`src/rtl/mem_request_queue.sv`:
```
// In-order request FIFO between the trace parser and the DDR5 command scheduler.
// Decodes each request address on write and releases the head once sim_time reaches its arrival cycle.
module mem_request_queue #(
  parameter int DEPTH          = 16,
  parameter int MEM_ADDR_WIDTH = 34,
  parameter int CPU_CORE_WIDTH = 4,
  parameter int MEM_OPN_WIDTH  = 3,
  parameter int TIME_WIDTH     = 64
) (
  input  logic                      clk,
  input  logic                      rst,
  input  logic                      in_valid,
  output logic                      in_ready,
  input  logic [TIME_WIDTH-1:0]     in_time,
  input  logic [CPU_CORE_WIDTH-1:0] in_core,
  input  logic [MEM_OPN_WIDTH-1:0]  in_opn,
  input  logic [MEM_ADDR_WIDTH-1:0] in_addr,
  output logic                      out_valid,
  input  logic                      out_ready,
  output logic [CPU_CORE_WIDTH-1:0] out_core,
  output logic [MEM_OPN_WIDTH-1:0]  out_opn,
  output logic [15:0]               out_row,
  output logic [9:0]                out_column,
  output logic [1:0]                out_bank,
  output logic [2:0]                out_bank_group,
  output logic                      out_channel,
  output logic [1:0]                out_byte_sel,
  output logic [TIME_WIDTH-1:0]     out_time,
  output logic [TIME_WIDTH-1:0]     sim_time,
  output logic [$clog2(DEPTH):0]    count,
  output logic                      full,
  output logic                      empty,
  output logic                      opn_err,
  output logic                      order_err
);

  localparam int PW = $clog2(DEPTH);
  localparam int CW = PW + 1;

  typedef struct packed {
    logic [TIME_WIDTH-1:0]     t;
    logic [CPU_CORE_WIDTH-1:0] core;
    logic [MEM_OPN_WIDTH-1:0]  opn;
    logic [15:0]               row;
    logic [9:0]                column;
    logic [1:0]                bank;
    logic [2:0]                bank_group;
    logic                      channel;
    logic [1:0]                byte_sel;
  } entry_t;

  entry_t                mem [DEPTH];
  entry_t                new_entry;
  entry_t                head;
  logic [PW-1:0]         wr_ptr;
  logic [PW-1:0]         rd_ptr;
  logic [CW-1:0]         count_next;
  logic [TIME_WIDTH-1:0] last_time;
  logic                  push_hs;
  logic                  legal;
  logic                  wr;
  logic                  pop;

  assign full     = (count == CW'(DEPTH));
  assign empty    = (count == '0);
  assign in_ready = !full;
  assign push_hs  = in_valid && in_ready;
  assign legal    = (in_opn <= MEM_OPN_WIDTH'(2));
  assign wr       = push_hs && legal;

  always_comb begin
    new_entry            = '0;
    new_entry.t          = in_time;
    new_entry.core       = in_core;
    new_entry.opn        = in_opn;
    new_entry.row        = in_addr[33:18];
    new_entry.column     = {in_addr[17:12], in_addr[5:2]};
    new_entry.bank       = in_addr[11:10];
    new_entry.bank_group = in_addr[9:7];
    new_entry.channel    = in_addr[6];
    new_entry.byte_sel   = in_addr[1:0];
  end

  // Head fields are forced to zero while empty so stale storage never shows after reset.
  always_comb begin
    head = '0;
    if (!empty) head = mem[rd_ptr];
  end

  assign out_valid      = !empty && (head.t <= sim_time);
  assign pop            = out_valid && out_ready;
  assign out_core       = head.core;
  assign out_opn        = head.opn;
  assign out_row        = head.row;
  assign out_column     = head.column;
  assign out_bank       = head.bank;
  assign out_bank_group = head.bank_group;
  assign out_channel    = head.channel;
  assign out_byte_sel   = head.byte_sel;
  assign out_time       = head.t;

  always_comb begin
    count_next = count;
    case ({wr, pop})
      2'b10:   count_next = count + CW'(1);
      2'b01:   count_next = count - CW'(1);
      default: count_next = count;
    endcase
  end

  always_ff @(posedge clk) begin
    if (!rst && wr) mem[wr_ptr] <= new_entry;
  end

  always_ff @(posedge clk) begin
    if (rst) begin
      wr_ptr    <= '0;
      rd_ptr    <= '0;
      count     <= '0;
      sim_time  <= '0;
      last_time <= '0;
      opn_err   <= 1'b0;
      order_err <= 1'b0;
    end else begin
      sim_time  <= sim_time + TIME_WIDTH'(1);
      count     <= count_next;
      opn_err   <= push_hs && !legal;
      order_err <= wr && (in_time < last_time);
      if (wr) begin
        wr_ptr    <= wr_ptr + PW'(1);
        last_time <= in_time;
      end
      if (pop) rd_ptr <= rd_ptr + PW'(1);
    end
  end

endmodule

```
`config.mk`:
```
export PLATFORM = sky130hd
export DESIGN_NAME = mem_request_queue
export DESIGN_NICKNAME = d
export VERILOG_FILES = /design/src/rtl/mem_request_queue.sv
export SDC_FILE = /design/constraint.sdc
export NUM_CORES = 2
export LEC_CHECK = 0
export ABC_CLOCK_PERIOD_IN_PS = 19190
export BUFFER_PORTS_ARGS = -buffer_cell sky130_fd_sc_hd__buf_4
export CAP_MARGIN = 20
export CORE_AREA = 3 3 460 462
export CTS_CLUSTER_DIAMETER = 80
export CTS_CLUSTER_SIZE = 12
export DETAILED_ROUTE_END_ITERATION = 10
export DIE_AREA = 0 0 463 465
export GPL_ROUTABILITY_DRIVEN = 0
export PLACE_DENSITY = 0.53
export SLEW_MARGIN = 30
export SYNTH_ARGS = -nofsm -noshare
export SYNTH_HDL_FRONTEND = slang
export SYNTH_SLANG_ARGS = --single-unit
```
`constraint.sdc`:
```
create_clock -name clk -period 19.19 [get_ports clk]
set_clock_uncertainty 0.1 [all_clocks]
set_input_delay 0.9595 -clock clk [delete_from_list [all_inputs] [get_ports clk]]
set_output_delay 0.9595 -clock clk [all_outputs]
set_load 0.01 [all_outputs]
```
==> Flow_metrics.wiki <==
{| class="wikitable"
! Metric !! Value
|-
| Crit path buf inv count || 4
|-
| Flip-flop and latch count after synthesis || 1827
|-
| Number of buffers added for setup after CTS || 0
|-
| Buffer levels on the longest clock path || 3
|-
| Leading cell type in the layout, fill and taps excluded || sky130_fd_sc_hd__edfxtp_1
|-
| Remaining routing DRC violations || 0
|-
| Register-to-register setup slack || 11.50 ns
|-
| Clock Sinks || 1827
|-
| Core Region || 0.207 mm^2
|-
| Slew Limit Headroom || 0.333
|-
| Post-synth ARST share || 0
|-
| RSZ-0062 raised after global routing || false
|-
| Number of detailed-route iterations in the first pass || 5
|-
| Final sum of negative setup slack || 0 ns
|-
| Final setup viols || 0
|-
| Post-layout util || 0.403
|-
| Routed length on met1 || 86000 um
|-
| Reg clk slew, reported paths || 0.06 ns
|-
| Critical path type || register to output port
|-
| Ratio of routed vias to standard cells || 5.29
|-
| Global-route wire length before repair || 292000 um
|-
| Number of DRC violations after detailed-routing iteration 0 || 3533
|-
| Top-level port count || 289
|-
| CP cell instances || buf_16 -> buf_4 -> buf_4 -> mux4_2 -> mux4_2 -> nor2b_1 -> ha_1 -> nand4_2 -> nor4_4 -> nand2_1 -> a2111oi_2 -> nor4_2 -> or2_2 -> buf_4
|-
| Mean cell area of the mapped netlist || 20.2 um^2
|-
| Crit path launch type || register
|-
| Maximum fanout along the worst path || 36
|-
| Total count of max-transition violations in the final report || 0
|-
| Origin of the worst min-delay path || in_valid
|-
| Largest net degree at the start of global routing || 149
|-
| Overall fraction of global-route tracks in use || 0.190
|-
| Count of unique library cells instantiated by Yosys || 61
|-
| Initial Utilization || 0.350
|-
| Register area share after synthesis || 0.735
|-
| Layout Nets || 4231
|-
| Net count after synthesis || 3853
|-
| Gr ovfl total || 0
|-
| Syn Std Cell Area || 0.0727 mm^2
|-
| Reported net switching power || 2240 uW
|-
| Final hold violation count || 0
|-
| Synth Instances || 3606
|-
| Area Overhead vs Synth || 15.1%
|-
| Standard cell with the maximum stage delay on the critical path || sky130_fd_sc_hd__buf_4
|-
| Row Count || 167
|-
| Crit share post-route || 0.420
|-
| CP peak stage delay || 0.74 ns
|-
| PwrDens || 104 mW/mm^2
|-
| Crit path time final || 8.05 ns
|-
| Switching part of the total power || 0.257
|-
| Buffers on Ports || 288
|-
| Post-route antenna net violation count || 0
|-
| Worst endpoint required time || 18.13 ns
|-
| Leak Pwr || 0.0258 uW
|-
| Fraction of layout instances using a drive strength above 1 || 0.278
|-
| Final Routed Wirelength || 207000 um
|-
| Crit-path most repeated cell || sky130_fd_sc_hd__buf_4
|-
| Internal Power || 6480 uW
|-
| Path class of the lowest-slack min-delay path || input pin to register
|-
| Worst VDD drop || 115 uV
|-
| Cell family with most CP delay || buffers and inverters
|-
| Part of the power in the clock network || 0.357
|-
| Hold buffers post-CTS || 0
|-
| Top layer in use || met5
|-
| Number of global-route vias before repair || 37.5k
|-
| Worst Tran Pin Value || 1.00 ns
|-
| Via Count || 36.4k
|-
| Portion of total power attributed to combinational logic || 0.141
|-
| Most frequently used flop master after synthesis || sky130_fd_sc_hd__edfxtp_1
|-
| Number of antenna violations at the first check in global routing || 29
|-
| Length of routed met2 wiring || 103000 um
|-
| Die area || 0.215 mm^2
|-
| Clock buffer count from CTS || 171
|-
| Max-cap violation count || 0
|-
| Setup crit end kind || output port
|-
| Post-synth EDFFs || 1680
|-
| Number of warnings printed during yosys synthesis || 0
|-
| Filler cell count in the final layout || 18.4k
|-
| Status || finished clean
|-
| Die Ht || 465 um
|-
| CTS H-tree lvls || 4
|-
| Sequential fraction of design power || 0.502
|-
| Met3 layer wire length in the routed design || 11900 um
|-
| Die extent in x || 463 um
|-
| Highest Clock Rate || 124 MHz
|-
| Routed len/inst || 30.0 um
|-
| Data arrival at the endpoint of the critical path || 6.99 ns
|-
| Number of instances resized during post-cts repair || 0
|-
| Buffer type at the clock tree root || sky130_fd_sc_hd__clkbuf_16
|-
| Most used cells in the layout excluding fill and tap cells || 1680 x sky130_fd_sc_hd__edfxtp_1, 524 x sky130_fd_sc_hd__mux4_2, 341 x sky130_fd_sc_hd__buf_4
|-
| Clock latency on the worst-skew pair || 0.81 ns
|-
| TritonCTS clock tree || built
|-
| Final HPWL from detailed placement || 122000 um
|}
## worst paths after layout
| check | endpoint | cells after the start |
|---|---|---|
| max | out_valid | 14 |
| min | opn_err | 3 |
| max reg2reg | count[4] | 23 |
| min reg2reg | last_time[62] | 2 |
## worst min-delay path: cells and delay by family
family	cells	cell delay, ns
buffers and inverters	1	0.11
AND/OR/NAND/NOR	2	0.09
## sequential cells by signal (all words and copies together), names as in the netlist, named ones only
signal / cells
rd_ptr: 4
order_err: 1
sim_time: 64
count: 5
opn_err: 1
last_time: 64
mem: 1680
wr_ptr: 4
## synth_stat cells (3+ instances only)
| cell | number | area share |
|---|---|---|
| sky130_fd_sc_hd__dfxtp_1 | 147 | 0.040 |
| sky130_fd_sc_hd__ha_1 | 137 | 0.024 |
| sky130_fd_sc_hd__nor4_4 | 4 | 0.0012 |
| sky130_fd_sc_hd__a211oi_1 | 5 | 0.00052 |
| sky130_fd_sc_hd__nor2b_1 | 108 | 0.0093 |
| sky130_fd_sc_hd__edfxtp_1 | 1680 | 0.69 |
| sky130_fd_sc_hd__nand3_1 | 26 | 0.0018 |
| sky130_fd_sc_hd__o221ai_1 | 3 | 0.00036 |
| sky130_fd_sc_hd__mux4_2 | 524 | 0.16 |
| sky130_fd_sc_hd__inv_1 | 134 | 0.0069 |
| sky130_fd_sc_hd__xor2_1 | 6 | 0.00072 |
| sky130_fd_sc_hd__a21oi_1 | 126 | 0.0087 |
| sky130_fd_sc_hd__buf_2 | 49 | 0.0034 |
| sky130_fd_sc_hd__inv_2 | 5 | 0.00026 |
| sky130_fd_sc_hd__nand2_1 | 180 | 0.0093 |
| sky130_fd_sc_hd__nand4_1 | 40 | 0.0034 |
| sky130_fd_sc_hd__clkbuf_1 | 112 | 0.0058 |
| sky130_fd_sc_hd__nor4_1 | 7 | 0.00060 |
| sky130_fd_sc_hd__nand2b_1 | 9 | 0.00077 |
| sky130_fd_sc_hd__nor2_1 | 111 | 0.0057 |
| sky130_fd_sc_hd__o211ai_1 | 5 | 0.00052 |
| sky130_fd_sc_hd__and4_1 | 6 | 0.00072 |
| sky130_fd_sc_hd__or3_1 | 11 | 0.00095 |
| sky130_fd_sc_hd__nor3_1 | 16 | 0.0011 |
| sky130_fd_sc_hd__xnor2_1 | 56 | 0.0067 |
| sky130_fd_sc_hd__a21o_1 | 21 | 0.0022 |
| sky130_fd_sc_hd__nor3_2 | 4 | 0.00055 |
| sky130_fd_sc_hd__o21ai_0 | 24 | 0.0017 |
| sky130_fd_sc_hd__and3_1 | 6 | 0.00052 |
## layer usage
metal,GRT usage,vias to the layer above
met5,0,-
met4,0.0525,8
met3,0.0344,260
met2,0.320,1067
met1,0.255,19739
li1,-,15343
## power by group through the flow
stage                     Combinational (uW)  Sequential (uW)  Clock [uW]
after floorplan                          605             4460           0
after global placement                  1250             4460           0
after detailed placement                1250             4460           0
after CTS                               1250             4380        3210
after global routing                    1320             4380        3360
final                                   1230             4380        3120
## stage by stage
| stage | total power, uW | setup WS, ns | hold slack [ns] | cells | instance area, um^2 |
|---|---|---|---|---|---|
| floorplan | 5060 | 12.11 | 0.336 | 3606 | 72700 |
| global placement | 5710 | 10.36 | 0.342 | 6586 | 78400 |
| detailed placement | 5710 | 10.81 | 0.347 | 6596 | 78700 |
| CTS | 8840 | 10.31 | 0.226 | 6872 | 83600 |
| global route | 9050 | 10.68 | 0.262 | 6880 | 83700 |
| finish | 8720 | 11.14 | 0.304 | 6888 | 83700 |
## area by class of cell
class                      instances  area [um^2]  area share
tap                             2788         3490      0.0417
clock inverter                    16          201     0.00241
clock buffer                     260         4690      0.0560
antenna                           13         32.5    0.000389
multi-input combinational       1474        18200       0.218
timing repair buffer             369         3120      0.0373
inverter                         141          529     0.00632
sequential                      1827        53400       0.638
## kinds of logic after synthesis
kind of cell / count (synthesis) / share of synthesized area
adder cells (fa/ha/maj): 138 / 0.0239
multiplexers: 526 / 0.163
flip-flops: 1827 / 0.735
buffers and inverters: 305 / 0.0167
AND/OR/NAND/NOR: 545 / 0.0386
XOR/XNOR: 62 / 0.00747
AO/OA/AOI/OAI: 203 / 0.0162
(Power assumes the default switching activity.)
